## src/rtl/uart_disp_pkg.sv

```systemverilog
// +----------------------------------------------------------------------+
// | Package : uart_disp_pkg                                              |
// | Purpose : Shared scan-state encoding and control-character codes for |
// |           the UART display scheduler.                                |
// | Revision: 1.0 - initial release                                      |
// +----------------------------------------------------------------------+
`timescale 1ns/1ps
`default_nettype none

package uart_disp_pkg;

  // Display scan states
  typedef enum logic [1:0] {
    ST_BLANK = 2'd0,
    ST_LOAD  = 2'd1,
    ST_SHOW  = 2'd2
  } scan_state_e;

  localparam logic [7:0] CHR_CR = 8'h0D;  // clears the display
  localparam logic [7:0] CHR_BS = 8'h08;  // backspace (when enabled)

endpackage

`default_nettype wire

```

## src/rtl/disp_slot_timer.sv

```systemverilog
// +----------------------------------------------------------------------+
// | Module  : disp_slot_timer                                            |
// | Purpose : Loadable down-counter. oDone is high while the count is 0; |
// |           the owner reloads it in the same cycle it acts on oDone,   |
// |           so oDone is a one-cycle pulse per period.                  |
// | Revision: 1.0 - initial release                                      |
// | Ports   : clk       in  system clock                                 |
// |           iRst      in  asynchronous active-low reset                |
// |           iLoad     in  load iLoadVal this cycle                     |
// |           iLoadVal  in  WIDTH  reload value (period - 1)             |
// |           oDone     out count has reached zero                       |
// +----------------------------------------------------------------------+
`timescale 1ns/1ps
`default_nettype none

module disp_slot_timer #(
  parameter int              WIDTH   = 3,
  parameter logic [WIDTH-1:0] RST_VAL = '0
) (
  input  logic             clk,
  input  logic             iRst,
  input  logic             iLoad,
  input  logic [WIDTH-1:0] iLoadVal,
  output logic             oDone
);

  logic [WIDTH-1:0] cnt_q;

  always_ff @(posedge clk or negedge iRst) begin
    if (!iRst) begin
      cnt_q <= RST_VAL;
    end else if (iLoad) begin
      cnt_q <= iLoadVal;
    end else if (cnt_q != '0) begin
      cnt_q <= cnt_q - 1'b1;
    end
  end

  assign oDone = (cnt_q == '0);

endmodule

`default_nettype wire

```

## src/rtl/uart_display_scheduler.sv

```systemverilog
// +----------------------------------------------------------------------+
// | Module  : uart_display_scheduler                                     |
// | Purpose : Scrolling character store fed by a UART RX byte stream,    |
// |           time-multiplexed through one registered ASCII-to-7seg      |
// |           decoder onto a common-anode display.                       |
// | Revision: 1.0 - initial release                                      |
// | Macro   : BACKSPACE_EN - 8'h08 deletes the newest character instead  |
// |           of being stored.                                           |
// | Ports   : clk        in  system clock                                |
// |           iRst       in  asynchronous active-low reset               |
// |           iData      in  8   received byte                           |
// |           iValid     in  1-cycle strobe qualifying iData             |
// |           oDecData   out 8   character to the decoder                |
// |           oDecValid  out 1-cycle decoder load strobe                 |
// |           oAn        out NUM_DIGITS anode enables, active low        |
// |           oCount     out number of occupied digits                   |
// +----------------------------------------------------------------------+
`timescale 1ns/1ps
`default_nettype none

module uart_display_scheduler
  import uart_disp_pkg::*;
#(
  parameter int NUM_DIGITS   = 4,
  parameter int SLOT_CYCLES  = 50000,
  parameter int BLANK_CYCLES = 16
) (
  input  logic                            clk,
  input  logic                            iRst,
  input  logic [7:0]                      iData,
  input  logic                            iValid,
  output logic [7:0]                      oDecData,
  output logic                            oDecValid,
  output logic [NUM_DIGITS-1:0]           oAn,
  output logic [$clog2(NUM_DIGITS+1)-1:0] oCount
);

  localparam int TMAX = (SLOT_CYCLES > BLANK_CYCLES) ? SLOT_CYCLES : BLANK_CYCLES;
  localparam int TW   = $clog2(TMAX);
  localparam int IW   = $clog2(NUM_DIGITS);
  localparam int CW   = $clog2(NUM_DIGITS + 1);

  localparam logic [TW-1:0] C_SLOT_LOAD  = TW'(SLOT_CYCLES - 1);
  localparam logic [TW-1:0] C_BLANK_LOAD = TW'(BLANK_CYCLES - 1);
  localparam logic [CW-1:0] C_FULL       = CW'(NUM_DIGITS);
  localparam logic [IW-1:0] C_LAST_IDX   = IW'(NUM_DIGITS - 1);

  // ---------------- character store ----------------
  logic [NUM_DIGITS-1:0][7:0] char_q, char_d;
  logic [NUM_DIGITS-1:0]      occ_q,  occ_d;
  logic [CW-1:0]              count_q, count_d;

  always_comb begin
    char_d  = char_q;
    occ_d   = occ_q;
    count_d = count_q;
    if (iValid) begin
      if (iData == CHR_CR) begin
        occ_d   = '0;
        count_d = '0;
      end
`ifdef BACKSPACE_EN
      else if (iData == CHR_BS) begin
        // Shift toward digit 0; the top character is kept but marked empty.
        char_d  = {char_q[NUM_DIGITS-1], char_q[NUM_DIGITS-1:1]};
        occ_d   = {1'b0, occ_q[NUM_DIGITS-1:1]};
        if (count_q != '0) count_d = count_q - 1'b1;
      end
`endif
      else begin
        // Scroll left: oldest character falls off the top.
        char_d = {char_q[NUM_DIGITS-2:0], iData};
        occ_d  = {occ_q[NUM_DIGITS-2:0], 1'b1};
        if (count_q != C_FULL) count_d = count_q + 1'b1;
      end
    end
  end

  always_ff @(posedge clk or negedge iRst) begin
    if (!iRst) begin
      char_q  <= '0;
      occ_q   <= '0;
      count_q <= '0;
    end else begin
      char_q  <= char_d;
      occ_q   <= occ_d;
      count_q <= count_d;
    end
  end

  // ---------------- scan FSM ----------------
  scan_state_e   state_q;
  logic [IW-1:0] idx_q;
  logic [7:0]    dec_data_q;
  logic          dec_valid_q;
  logic          tmr_done;
  logic          tmr_load;
  logic [TW-1:0] tmr_load_val;

  // SHOW is timed from its entry (loaded during LOAD); BLANK is timed from
  // the SHOW->BLANK transition. Reset value gives a full first BLANK.
  assign tmr_load     = (state_q == ST_LOAD) || ((state_q == ST_SHOW) && tmr_done);
  assign tmr_load_val = (state_q == ST_LOAD) ? C_SLOT_LOAD : C_BLANK_LOAD;

  disp_slot_timer #(
    .WIDTH   (TW),
    .RST_VAL (C_BLANK_LOAD)
  ) u_timer (
    .clk      (clk),
    .iRst     (iRst),
    .iLoad    (tmr_load),
    .iLoadVal (tmr_load_val),
    .oDone    (tmr_done)
  );

  // Decoder data/strobe are registered on entry to LOAD so they are visible
  // during the LOAD cycle; the decoder's own register then lines up with the
  // anode turning on in the first SHOW cycle.
  always_ff @(posedge clk or negedge iRst) begin
    if (!iRst) begin
      state_q     <= ST_BLANK;
      idx_q       <= '0;
      dec_data_q  <= '0;
      dec_valid_q <= 1'b0;
    end else begin
      dec_valid_q <= 1'b0;
      case (state_q)
        ST_BLANK: begin
          if (tmr_done) begin
            state_q     <= ST_LOAD;
            dec_data_q  <= char_q[idx_q];
            dec_valid_q <= 1'b1;
          end
        end
        ST_LOAD: begin
          state_q <= ST_SHOW;
        end
        ST_SHOW: begin
          if (tmr_done) begin
            state_q <= ST_BLANK;
            idx_q   <= (idx_q == C_LAST_IDX) ? '0 : idx_q + 1'b1;
          end
        end
        default: begin
          state_q <= ST_BLANK;
        end
      endcase
    end
  end

  // Anode follows the live occupancy so a clear darkens the digit at once.
  always_comb begin
    oAn = '1;
    if ((state_q == ST_SHOW) && occ_q[idx_q]) oAn[idx_q] = 1'b0;
  end

  assign oDecData  = dec_data_q;
  assign oDecValid = dec_valid_q;
  assign oCount    = count_q;

endmodule

`default_nettype wire

```

## config.mk

```make
export PLATFORM = sky130hd
export DESIGN_NAME = uart_display_scheduler
export DESIGN_NICKNAME = d
export VERILOG_FILES = /design/src/rtl/uart_disp_pkg.sv /design/src/rtl/disp_slot_timer.sv /design/src/rtl/uart_display_scheduler.sv
export SDC_FILE = /design/constraint.sdc
export NUM_CORES = 1
export LEC_CHECK = 0
export CAP_MARGIN = 10
export CELL_PAD_IN_SITES_DETAIL_PLACEMENT = 1
export CELL_PAD_IN_SITES_GLOBAL_PLACEMENT = 1
export CORE_MARGIN = 2
export CORE_UTILIZATION = 42
export CTS_CLUSTER_DIAMETER = 100
export DETAILED_ROUTE_END_ITERATION = 8
export GPL_TIMING_DRIVEN = 1
export PLACE_DENSITY_LB_ADDON = 0.2
export SETUP_SLACK_MARGIN = 0.05
export SYNTH_ARGS = -nofsm -noshare
export SYNTH_HDL_FRONTEND = slang
export SYNTH_SLANG_ARGS = --single-unit
```

## constraint.sdc

```tcl
create_clock -name clk -period 2 [get_ports clk]
set_input_delay 0.4 -clock clk [delete_from_list [all_inputs] [get_ports clk]]
set_output_delay 0.4 -clock clk [all_outputs]
set_load 0.1 [all_outputs]
```

==> results of run 1 <==
[power by group through the flow]
stage / Clock [mW] / Combinational, mW / Sequential (mW)
finish: 1.25 / 0.778 / 1.65
floorplan: 0 / 0.269 / 1.91
global route: 1.34 / 0.819 / 1.68
detailed placement: 0 / 0.747 / 1.67
CTS: 1.28 / 0.769 / 1.65
global placement: 0 / 0.716 / 1.66
[worst max-delay path by stage]
stage	startpoint	end	slack (ns)	cells after the start
2_1_floorplan	u_timer.cnt_q[11]	oDecData[0]	-0.16	5
3_3_place_gp	iData[5]	char_q[11]	-0.30	5
3_5_place_dp	iData[5]	char_q[29]	-0.37	5
4_1_cts	idx_q[1]	oAn[0]	-0.1	4
5_1_grt	idx_q[1]	oAn[0]	-0.19	4
6_report	idx_q[1]	oAn[0]	-0.12	4
[worst max-delay path, delay by kind of cell, from the launching register on]
kind | cells | cell delay (ns)
muxes | 1 | 0.54
and+or+nand+nor | 2 | 0.27
buffers and inverters | 1 | 0.17
DFF | 1 | 0.40
[cells by family after synthesis]
group	after synthesis	synth area share [%]
AOI/OAI and AO/OA	39	6.99
xor gates and xnor gates	3	0.821
adders and majority gates	7	2.74
buffers and inverters	22	2.77
DFF	68	53.3
muxes	44	18.6
and+or+nand+nor	82	14.8
[cell usage after synthesis, drive strengths merged (5+ instances only)]
cell type,number
ha,7
dfrtp,64
or3,7
nand2,30
or4,8
nor4,6
nand3,7
a21oi,12
buf,6
nor3,5
o21ai,15
inv,12
mux2,34
mux4,9
[sequential cells by signal (all words and copies together), names as in the netlist]
signal and cells:
char_q 32, u_timer.cnt_q 16, oDecData 8, occ_q 4, oCount 3, idx_q 2, state_q 2, oDecValid 1
[area by class of cell]
class,count,area share [%]
Tap cell,99,2.74
Inverter,12,0.998
Timing Repair Buffer,83,17.7
Clock inverter,6,1.97
Sequential cell,68,37.8
Multi-Input combinational cell,175,35.9
Clock buffer,10,2.83
[cells in the final DEF, fill, tap and decap left out, types with 4 or more instances in the layout]
| cell | n |
|---|---|
| dfrtp_1 | 63 |
| buf_4 | 57 |
| mux2_2 | 26 |
| nand2_1 | 25 |
| o21ai_0 | 12 |
| inv_1 | 11 |
| mux4_2 | 9 |
| clkbuf_8 | 9 |
| a21oi_1 | 8 |
| mux2_4 | 8 |
| buf_12 | 8 |
| or4_4 | 7 |
| ha_1 | 6 |
| clkdlybuf4s50_1 | 6 |
| nand3_1 | 5 |
| or3_1 | 5 |
| buf_6 | 5 |
| nand2b_1 | 4 |
| nor2_1 | 4 |
| o22ai_1 | 4 |
| nor3_1 | 4 |
| a21oi_2 | 4 |
| dfstp_2 | 4 |
[timing repair]
action	in CTS	in global routing
hold buffers	1	0
buffers inserted	1	8
resized for setup	23	23
pin swaps	6	5
endpoints found under the hold margin	11	0
endpoints found under the setup margin	46	29
gates cloned	2	1
[routing by layer]
layer	part of all wire [%]	GRT usage [%]	vias up
li1	-	-	1133
met1	45	29.6	1323
met2	51	33.9	46
met3	2.6	4.56	15
met4	1.8	6.06	0
met5	0	0	-
==> metrics.txt, run 1 <==
# TYPE chip_impl_metric gauge
chip_impl_info{name="run_status",value="complete, but fails checks"} 1
chip_impl_metric{name="clock_tree.htree_level_count",unit=""} 3
chip_impl_metric{name="grt_start_max_net_pins",unit=""} 42
chip_impl_info{name="regToRegEndpoint",value="oDecData[7]"} 1
chip_impl_metric{name="totalPowerFinal",unit="mW"} 3.68
chip_impl_metric{name="clk_pwr_share",unit="%"} 33.9
chip_impl_info{name="worstHoldPathType",value="primary input to flop"} 1
chip_impl_metric{name="multi_input_comb_area",unit="µm²"} 1620
chip_impl_metric{name="first_pass_grt_wire_length",unit="µm"} 13600
chip_impl_metric{name="number_of_design_rule_violations_left_after_detail_routing",unit=""} 0
chip_impl_info{name="synth.top_cells.by_area",value="dfrtp_1, mux2_2, mux4_2, nand2_1, dfstp_2"} 1
chip_impl_metric{name="synth_warnings",unit=""} 0
chip_impl_metric{name="synth_cell_type_count",unit=""} 40
chip_impl_metric{name="setup_viol_count_final",unit=""} 12
chip_impl_metric{name="port_buffers",unit=""} 26
chip_impl_metric{name="worstSkewPairLatency",unit="ns"} 0.34
chip_impl_metric{name="drt-total-wl",unit="µm"} 8930
chip_impl_metric{name="intPower",unit="mW"} 2.51
chip_impl_metric{name="ir_drop",unit="mV"} 1.07
chip_impl_metric{name="via_per_inst",unit=""} 5.56
chip_impl_metric{name="final.period_utilization",unit="%"} 106
chip_impl_metric{name="arrival",unit="ns"} 1.72
chip_impl_metric{name="floorplan.io_pins",unit=""} 27
chip_impl_metric{name="reg2regPathDepth",unit=""} 6
chip_impl_metric{name="finalSetupTns",unit="ns"} -0.913
chip_impl_metric{name="p_switching",unit="mW"} 1.16
chip_impl_metric{name="cp.required",unit="ns"} 1.60
chip_impl_info{name="setup.worst_path.end_class",value="primary output"} 1
chip_impl_metric{name="setup_slack_reg_to_reg",unit="ns"} -0.07
chip_impl_metric{name="timing.max_slew.rel_slack",unit="%"} 71.7
chip_impl_metric{name="placedCellCount",unit=""} 424
chip_impl_metric{name="finalCoreUtilization",unit="%"} 61.6
chip_impl_info{name="crit_type",value="flop to primary output"} 1
chip_impl_info{name="hold_start",value="iData[6]"} 1
chip_impl_metric{name="final_cells",unit=""} 453
chip_impl_metric{name="postSynthCellCount",unit=""} 265
chip_impl_metric{name="leakage",unit="nW"} 1.94
chip_impl_metric{name="share_of_total_power_in_sequential_cells",unit="%"} 44.9
chip_impl_metric{name="layout.filler_cells",unit=""} 747
chip_impl_metric{name="timing.max_cap.violations",unit=""} 0
chip_impl_metric{name="clkSlewWorstSetupHoldPaths",unit="ns"} 0.07
chip_impl_metric{name="antenna_cells_inserted",unit=""} 0
chip_impl_metric{name="syn2layout_area_growth",unit="%"} 41.0
chip_impl_metric{name="finalMaxSlewViolations",unit=""} 0
chip_impl_metric{name="skew",unit="ns"} 0.0175
chip_impl_metric{name="tritoncts_num_sinks",unit=""} 68
chip_impl_info{name="hold-path-endpoint",value="char_q[6]"} 1
chip_impl_info{name="clock_tree.root_cell",value="clkbuf_8"} 1
chip_impl_metric{name="timing_hold_violations_final",unit=""} 0
chip_impl_metric{name="synth_largest_type_area_fraction",unit="%"} 50.0
chip_impl_metric{name="syn-cell-area",unit="µm²"} 3200
chip_impl_metric{name="synth_sequential_area_ratio",unit="%"} 53.3
chip_impl_metric{name="drt_pre_antenna_iters",unit=""} 4
chip_impl_metric{name="numCtsBuffers",unit=""} 9
chip_impl_info{name="yosysTopAreaCell",value="dfrtp_1"} 1
chip_impl_metric{name="number_of_global_route_vias_before_repair",unit=""} 2638
chip_impl_metric{name="place.gp.congestion",unit=""} 0.743
chip_impl_metric{name="layout-drive-gt1-share",unit="%"} 48.9
chip_impl_metric{name="sw_frac_of_total",unit="%"} 31.6
chip_impl_metric{name="post-route-worst-setup-slack",unit="ns"} -0.116
chip_impl_metric{name="cts.path.max_buffers",unit=""} 2
chip_impl_metric{name="initial_antenna_violation_count",unit=""} 0
chip_impl_info{name="violated_checks",value="setup timing"} 1
chip_impl_metric{name="dp_hpwl",unit="µm"} 5530
chip_impl_metric{name="detail-route-antenna-nets",unit=""} 0
chip_impl_metric{name="initial_utilization",unit="%"} 43.7
chip_impl_metric{name="die_y",unit="µm"} 91.3
chip_impl_metric{name="mappedNetlistNets",unit=""} 283
chip_impl_metric{name="cellPowerDensity",unit="nW/µm²"} 814
chip_impl_metric{name="synth_area_per_cell",unit="µm²"} 12.1
chip_impl_metric{name="cp_max_fo",unit=""} 4
chip_impl_metric{name="via_count",unit=""} 2517
chip_impl_info{name="crit_slowest_cell",value="mux4_2"} 1
chip_impl_metric{name="ys_async_sr_fraction",unit="%"} 100
chip_impl_metric{name="period_minus_slack",unit="ns"} 2.12
chip_impl_metric{name="first_iter_violations",unit=""} 93
chip_impl_metric{name="placedInstanceArea",unit="µm²"} 3970
chip_impl_metric{name="ys_seq_elements",unit=""} 68
chip_impl_metric{name="timing.hold.worst_path_depth",unit=""} 3
chip_impl_metric{name="grt.total_usage",unit="%"} 21.3
chip_impl_metric{name="floorplan.rows",unit=""} 31
chip_impl_metric{name="comb_power_share",unit="%"} 21.2
chip_impl_metric{name="sequential_cell_area",unit="µm²"} 1710
chip_impl_metric{name="fmax",unit="MHz"} 473
chip_impl_info{name="rsz_0062_raised_after_global_routing",value="yes"} 1
chip_impl_metric{name="detailedPlace.worstSlack",unit="ns"} -0.368
chip_impl_metric{name="synth_edf_count",unit=""} 0
chip_impl_metric{name="core",unit="µm²"} 7330
chip_impl_info{name="synth_flop_cell",value="dfrtp_1"} 1
chip_impl_metric{name="finish.net_count",unit=""} 367
chip_impl_metric{name="layout.cell_area.non_filler",unit="µm²"} 4510
chip_impl_info{name="timing.critical_path.from_type",value="flop"} 1
chip_impl_info{name="regToRegStartpoint",value="u_timer.cnt_q[14]"} 1
chip_impl_info{name="ordered_list_of_cells_on_the_worst_path",value="mux4_2 -> nor2b_4 -> nand2_2 -> buf_12"} 1
chip_impl_metric{name="crit_path_max_incr_delay",unit="ns"} 0.54
chip_impl_metric{name="worst_pin_slew",unit="ns"} 0.424
chip_impl_metric{name="die_area",unit="µm²"} 8340
chip_impl_metric{name="avgRoutedWirePerCell",unit="µm"} 19.7
chip_impl_metric{name="holdWs",unit="ns"} 0.454
chip_impl_info{name="cts_tree",value="yes"} 1
chip_impl_metric{name="dieWidth",unit="µm"} 91.3
chip_impl_metric{name="gr-total-overflow",unit=""} 0
No activity file was read; power rests on OpenSTA's default activity.
==> run 2: changes to the inputs <==
- SKIP_CTS_REPAIR_TIMING: default -> 1
==> run 2 against run 1 <==
The run still ends with setup timing left. Global-route usage shrank 0.61 points. Register-to-register slack is essentially flat. Clock skew shrank 0.0029 ns. Cell count shrank 0.44%. Clock-buffer cell count is the same. Critical path depth is the same.
==> metrics.txt, run 2 (synthesis gave the netlist of run 1 again) <==
# TYPE chip_impl_metric gauge
chip_impl_info{name="run_status",value="complete, but fails checks"} 1
chip_impl_info{name="violated_checks",value="setup timing"} 1
chip_impl_metric{name="gr-total-overflow",unit=""} 0
chip_impl_metric{name="largest_reg_flops",unit=""} 32
chip_impl_metric{name="number_of_global_route_vias_before_repair",unit=""} 2588
chip_impl_metric{name="skew",unit="ns"} 0.0146
chip_impl_info{name="layout_common_cells",value="dfrtp_1, buf_4, mux2_2"} 1
chip_impl_metric{name="timing.hold.worst_path_depth",unit=""} 3
chip_impl_metric{name="worstSkewPairLatency",unit="ns"} 0.36
chip_impl_info{name="worstHoldPathType",value="primary input to flop"} 1
chip_impl_metric{name="timing_hold_violations_final",unit=""} 0
chip_impl_info{name="crit_start",value="idx_q[1]"} 1
chip_impl_metric{name="clkSlewWorstSetupHoldPaths",unit="ns"} 0.09
chip_impl_metric{name="avgRoutedWirePerCell",unit="µm"} 20.5
chip_impl_metric{name="place.gp.congestion",unit=""} 0.743
chip_impl_info{name="final_common_cell",value="dfrtp_1"} 1
chip_impl_info{name="clock_tree.root_cell",value="clkbuf_8"} 1
chip_impl_info{name="crit_slowest_cell",value="mux4_2"} 1
chip_impl_metric{name="cp_max_fo",unit=""} 4
chip_impl_metric{name="number_of_design_rule_violations_left_after_detail_routing",unit=""} 0
chip_impl_metric{name="timing.max_slew.rel_slack",unit="%"} 71.0
chip_impl_metric{name="cts.path.max_buffers",unit=""} 2
chip_impl_metric{name="final_cells",unit=""} 451
chip_impl_metric{name="cp.required",unit="ns"} 1.60
chip_impl_metric{name="die_y",unit="µm"} 91.3
chip_impl_info{name="largest-register",value="char_q"} 1
chip_impl_info{name="cts_tree",value="yes"} 1
chip_impl_metric{name="reg2regPathDepth",unit=""} 6
chip_impl_metric{name="finalMaxSlewViolations",unit=""} 0
chip_impl_metric{name="finish.net_count",unit=""} 365
chip_impl_info{name="hold_start",value="iData[4]"} 1
chip_impl_info{name="rsz_0062_raised_after_global_routing",value="yes"} 1
chip_impl_metric{name="multi_input_comb_area",unit="µm²"} 1640
chip_impl_metric{name="grt.total_usage",unit="%"} 20.7
chip_impl_metric{name="antenna_cells_inserted",unit=""} 0
chip_impl_metric{name="numCtsBuffers",unit=""} 9
chip_impl_metric{name="first_pass_grt_wire_length",unit="µm"} 13300
chip_impl_metric{name="totalPowerFinal",unit="mW"} 3.71
chip_impl_metric{name="leakage",unit="nW"} 1.95
chip_impl_info{name="regToRegStartpoint",value="u_timer.cnt_q[14]"} 1
chip_impl_metric{name="die_area",unit="µm²"} 8340
chip_impl_metric{name="period_minus_slack",unit="ns"} 2.12
chip_impl_metric{name="initial_antenna_violation_count",unit=""} 0
chip_impl_metric{name="fmax",unit="MHz"} 472
chip_impl_metric{name="post-route-worst-setup-slack",unit="ns"} -0.118
chip_impl_metric{name="via_per_inst",unit=""} 5.53
chip_impl_metric{name="clock_tree.htree_level_count",unit=""} 3
chip_impl_metric{name="floorplan.rows",unit=""} 31
chip_impl_metric{name="grt_start_max_net_pins",unit=""} 42
chip_impl_metric{name="drt-total-wl",unit="µm"} 9230
chip_impl_metric{name="final.period_utilization",unit="%"} 106
chip_impl_metric{name="arrival",unit="ns"} 1.72
chip_impl_info{name="regToRegEndpoint",value="oDecData[7]"} 1
chip_impl_metric{name="layout.filler_cells",unit=""} 736
chip_impl_info{name="crit_type",value="flop to primary output"} 1
chip_impl_metric{name="sequential_cell_area",unit="µm²"} 1710
chip_impl_metric{name="crit_path_max_incr_delay",unit="ns"} 0.52
chip_impl_metric{name="syn2layout_area_growth",unit="%"} 41.1
chip_impl_info{name="ordered_list_of_cells_on_the_worst_path",value="mux4_2 -> nor2b_4 -> nand2_2 -> buf_12"} 1
chip_impl_metric{name="detail-route-antenna-nets",unit=""} 0
chip_impl_metric{name="port_buffers",unit=""} 26
chip_impl_metric{name="dieWidth",unit="µm"} 91.3
chip_impl_metric{name="via_count",unit=""} 2493
chip_impl_info{name="timing.critical_path.from_type",value="flop"} 1
chip_impl_metric{name="placedCellCount",unit=""} 424
chip_impl_metric{name="tritoncts_num_sinks",unit=""} 68
chip_impl_metric{name="timing.max_cap.violations",unit=""} 0
chip_impl_metric{name="dp_hpwl",unit="µm"} 5530
chip_impl_metric{name="floorplan.io_pins",unit=""} 27
chip_impl_metric{name="ir_drop",unit="mV"} 1.07
chip_impl_metric{name="core",unit="µm²"} 7330
chip_impl_metric{name="first_iter_violations",unit=""} 89
chip_impl_metric{name="layout-drive-gt1-share",unit="%"} 50.6
chip_impl_metric{name="worst_pin_slew",unit="ns"} 0.434
chip_impl_info{name="hold-path-endpoint",value="char_q[4]"} 1
chip_impl_metric{name="holdWs",unit="ns"} 0.317
chip_impl_metric{name="initial_utilization",unit="%"} 43.7
chip_impl_metric{name="cellPowerDensity",unit="nW/µm²"} 822
chip_impl_metric{name="setup_slack_reg_to_reg",unit="ns"} -0.08
chip_impl_metric{name="drt_pre_antenna_iters",unit=""} 4
chip_impl_info{name="setup.worst_path.end_class",value="primary output"} 1
chip_impl_metric{name="setup_viol_count_final",unit=""} 12
run 2: changes by cell type in the layout (fill, tap and decap cells not counted), sizes merged:
cell	before	now
buf	72	68
dlymetal6s2s	0	3
clkbuf	11	13
dlygate4sd2	3	0
run 2: cell type report:
type	count	area share, %
clock inverters	6	1.97
well taps	99	2.74
multi-input cells	175	36.2
clock buffers	10	2.83
inverters	12	0.997
flip-flops and latches	68	37.8
repair buffers	81	17.5
run 2: how the worst max path moves through the flow:
stage                  endpoint  slack (ns)  cells past startpoint
CTS                      oAn[0]       -0.20                      4
global placement     char_q[11]       -0.30                      5
floorplan           oDecData[0]       -0.16                      5
detailed placement   char_q[29]       -0.37                      5
finish                   oAn[0]       -0.12                      4
global route             oAn[0]       -0.19                      4
run 2: report_power, final:
group / total, mW / internal, mW / leakage (nW) / switching (mW)
logic: 0.778 / 0.282 / 1.03 / 0.495
registers: 1.66 / 1.53 / 0.819 / 0.128
clock network: 1.28 / 0.703 / 0.102 / 0.575
run 2: per-layer routing:
layer	vias to the layer above	wire length, µm	track usage (%)
li1	1133	-	-
met1	1289	4170	28.7
met2	53	4590	32.7
met3	18	289	4.65
met4	0	175	6.06
met5	-	0	0
run 2: through the flow:
step	worst slack, ns	util, %	TNS, ns	area [µm²]
6_report	-0.118	61.6	-0.883	4520
5_1_grt	-0.188	61.6	-1.58	4520
4_1_cts	-0.204	57.1	-1.78	4190
3_5_place_dp	-0.368	54.2	-10.98	3970
3_3_place_gp	-0.302	54.2	-8.78	3970
2_1_floorplan	-0.158	-	-1.34	3280
run 2: critical path, delay by kind of cell (launching register included):
kind | cells | cell delay, ns
mux | 1 | 0.52
buf+inv | 1 | 0.17
simple gates | 2 | 0.27
flops | 1 | 0.39
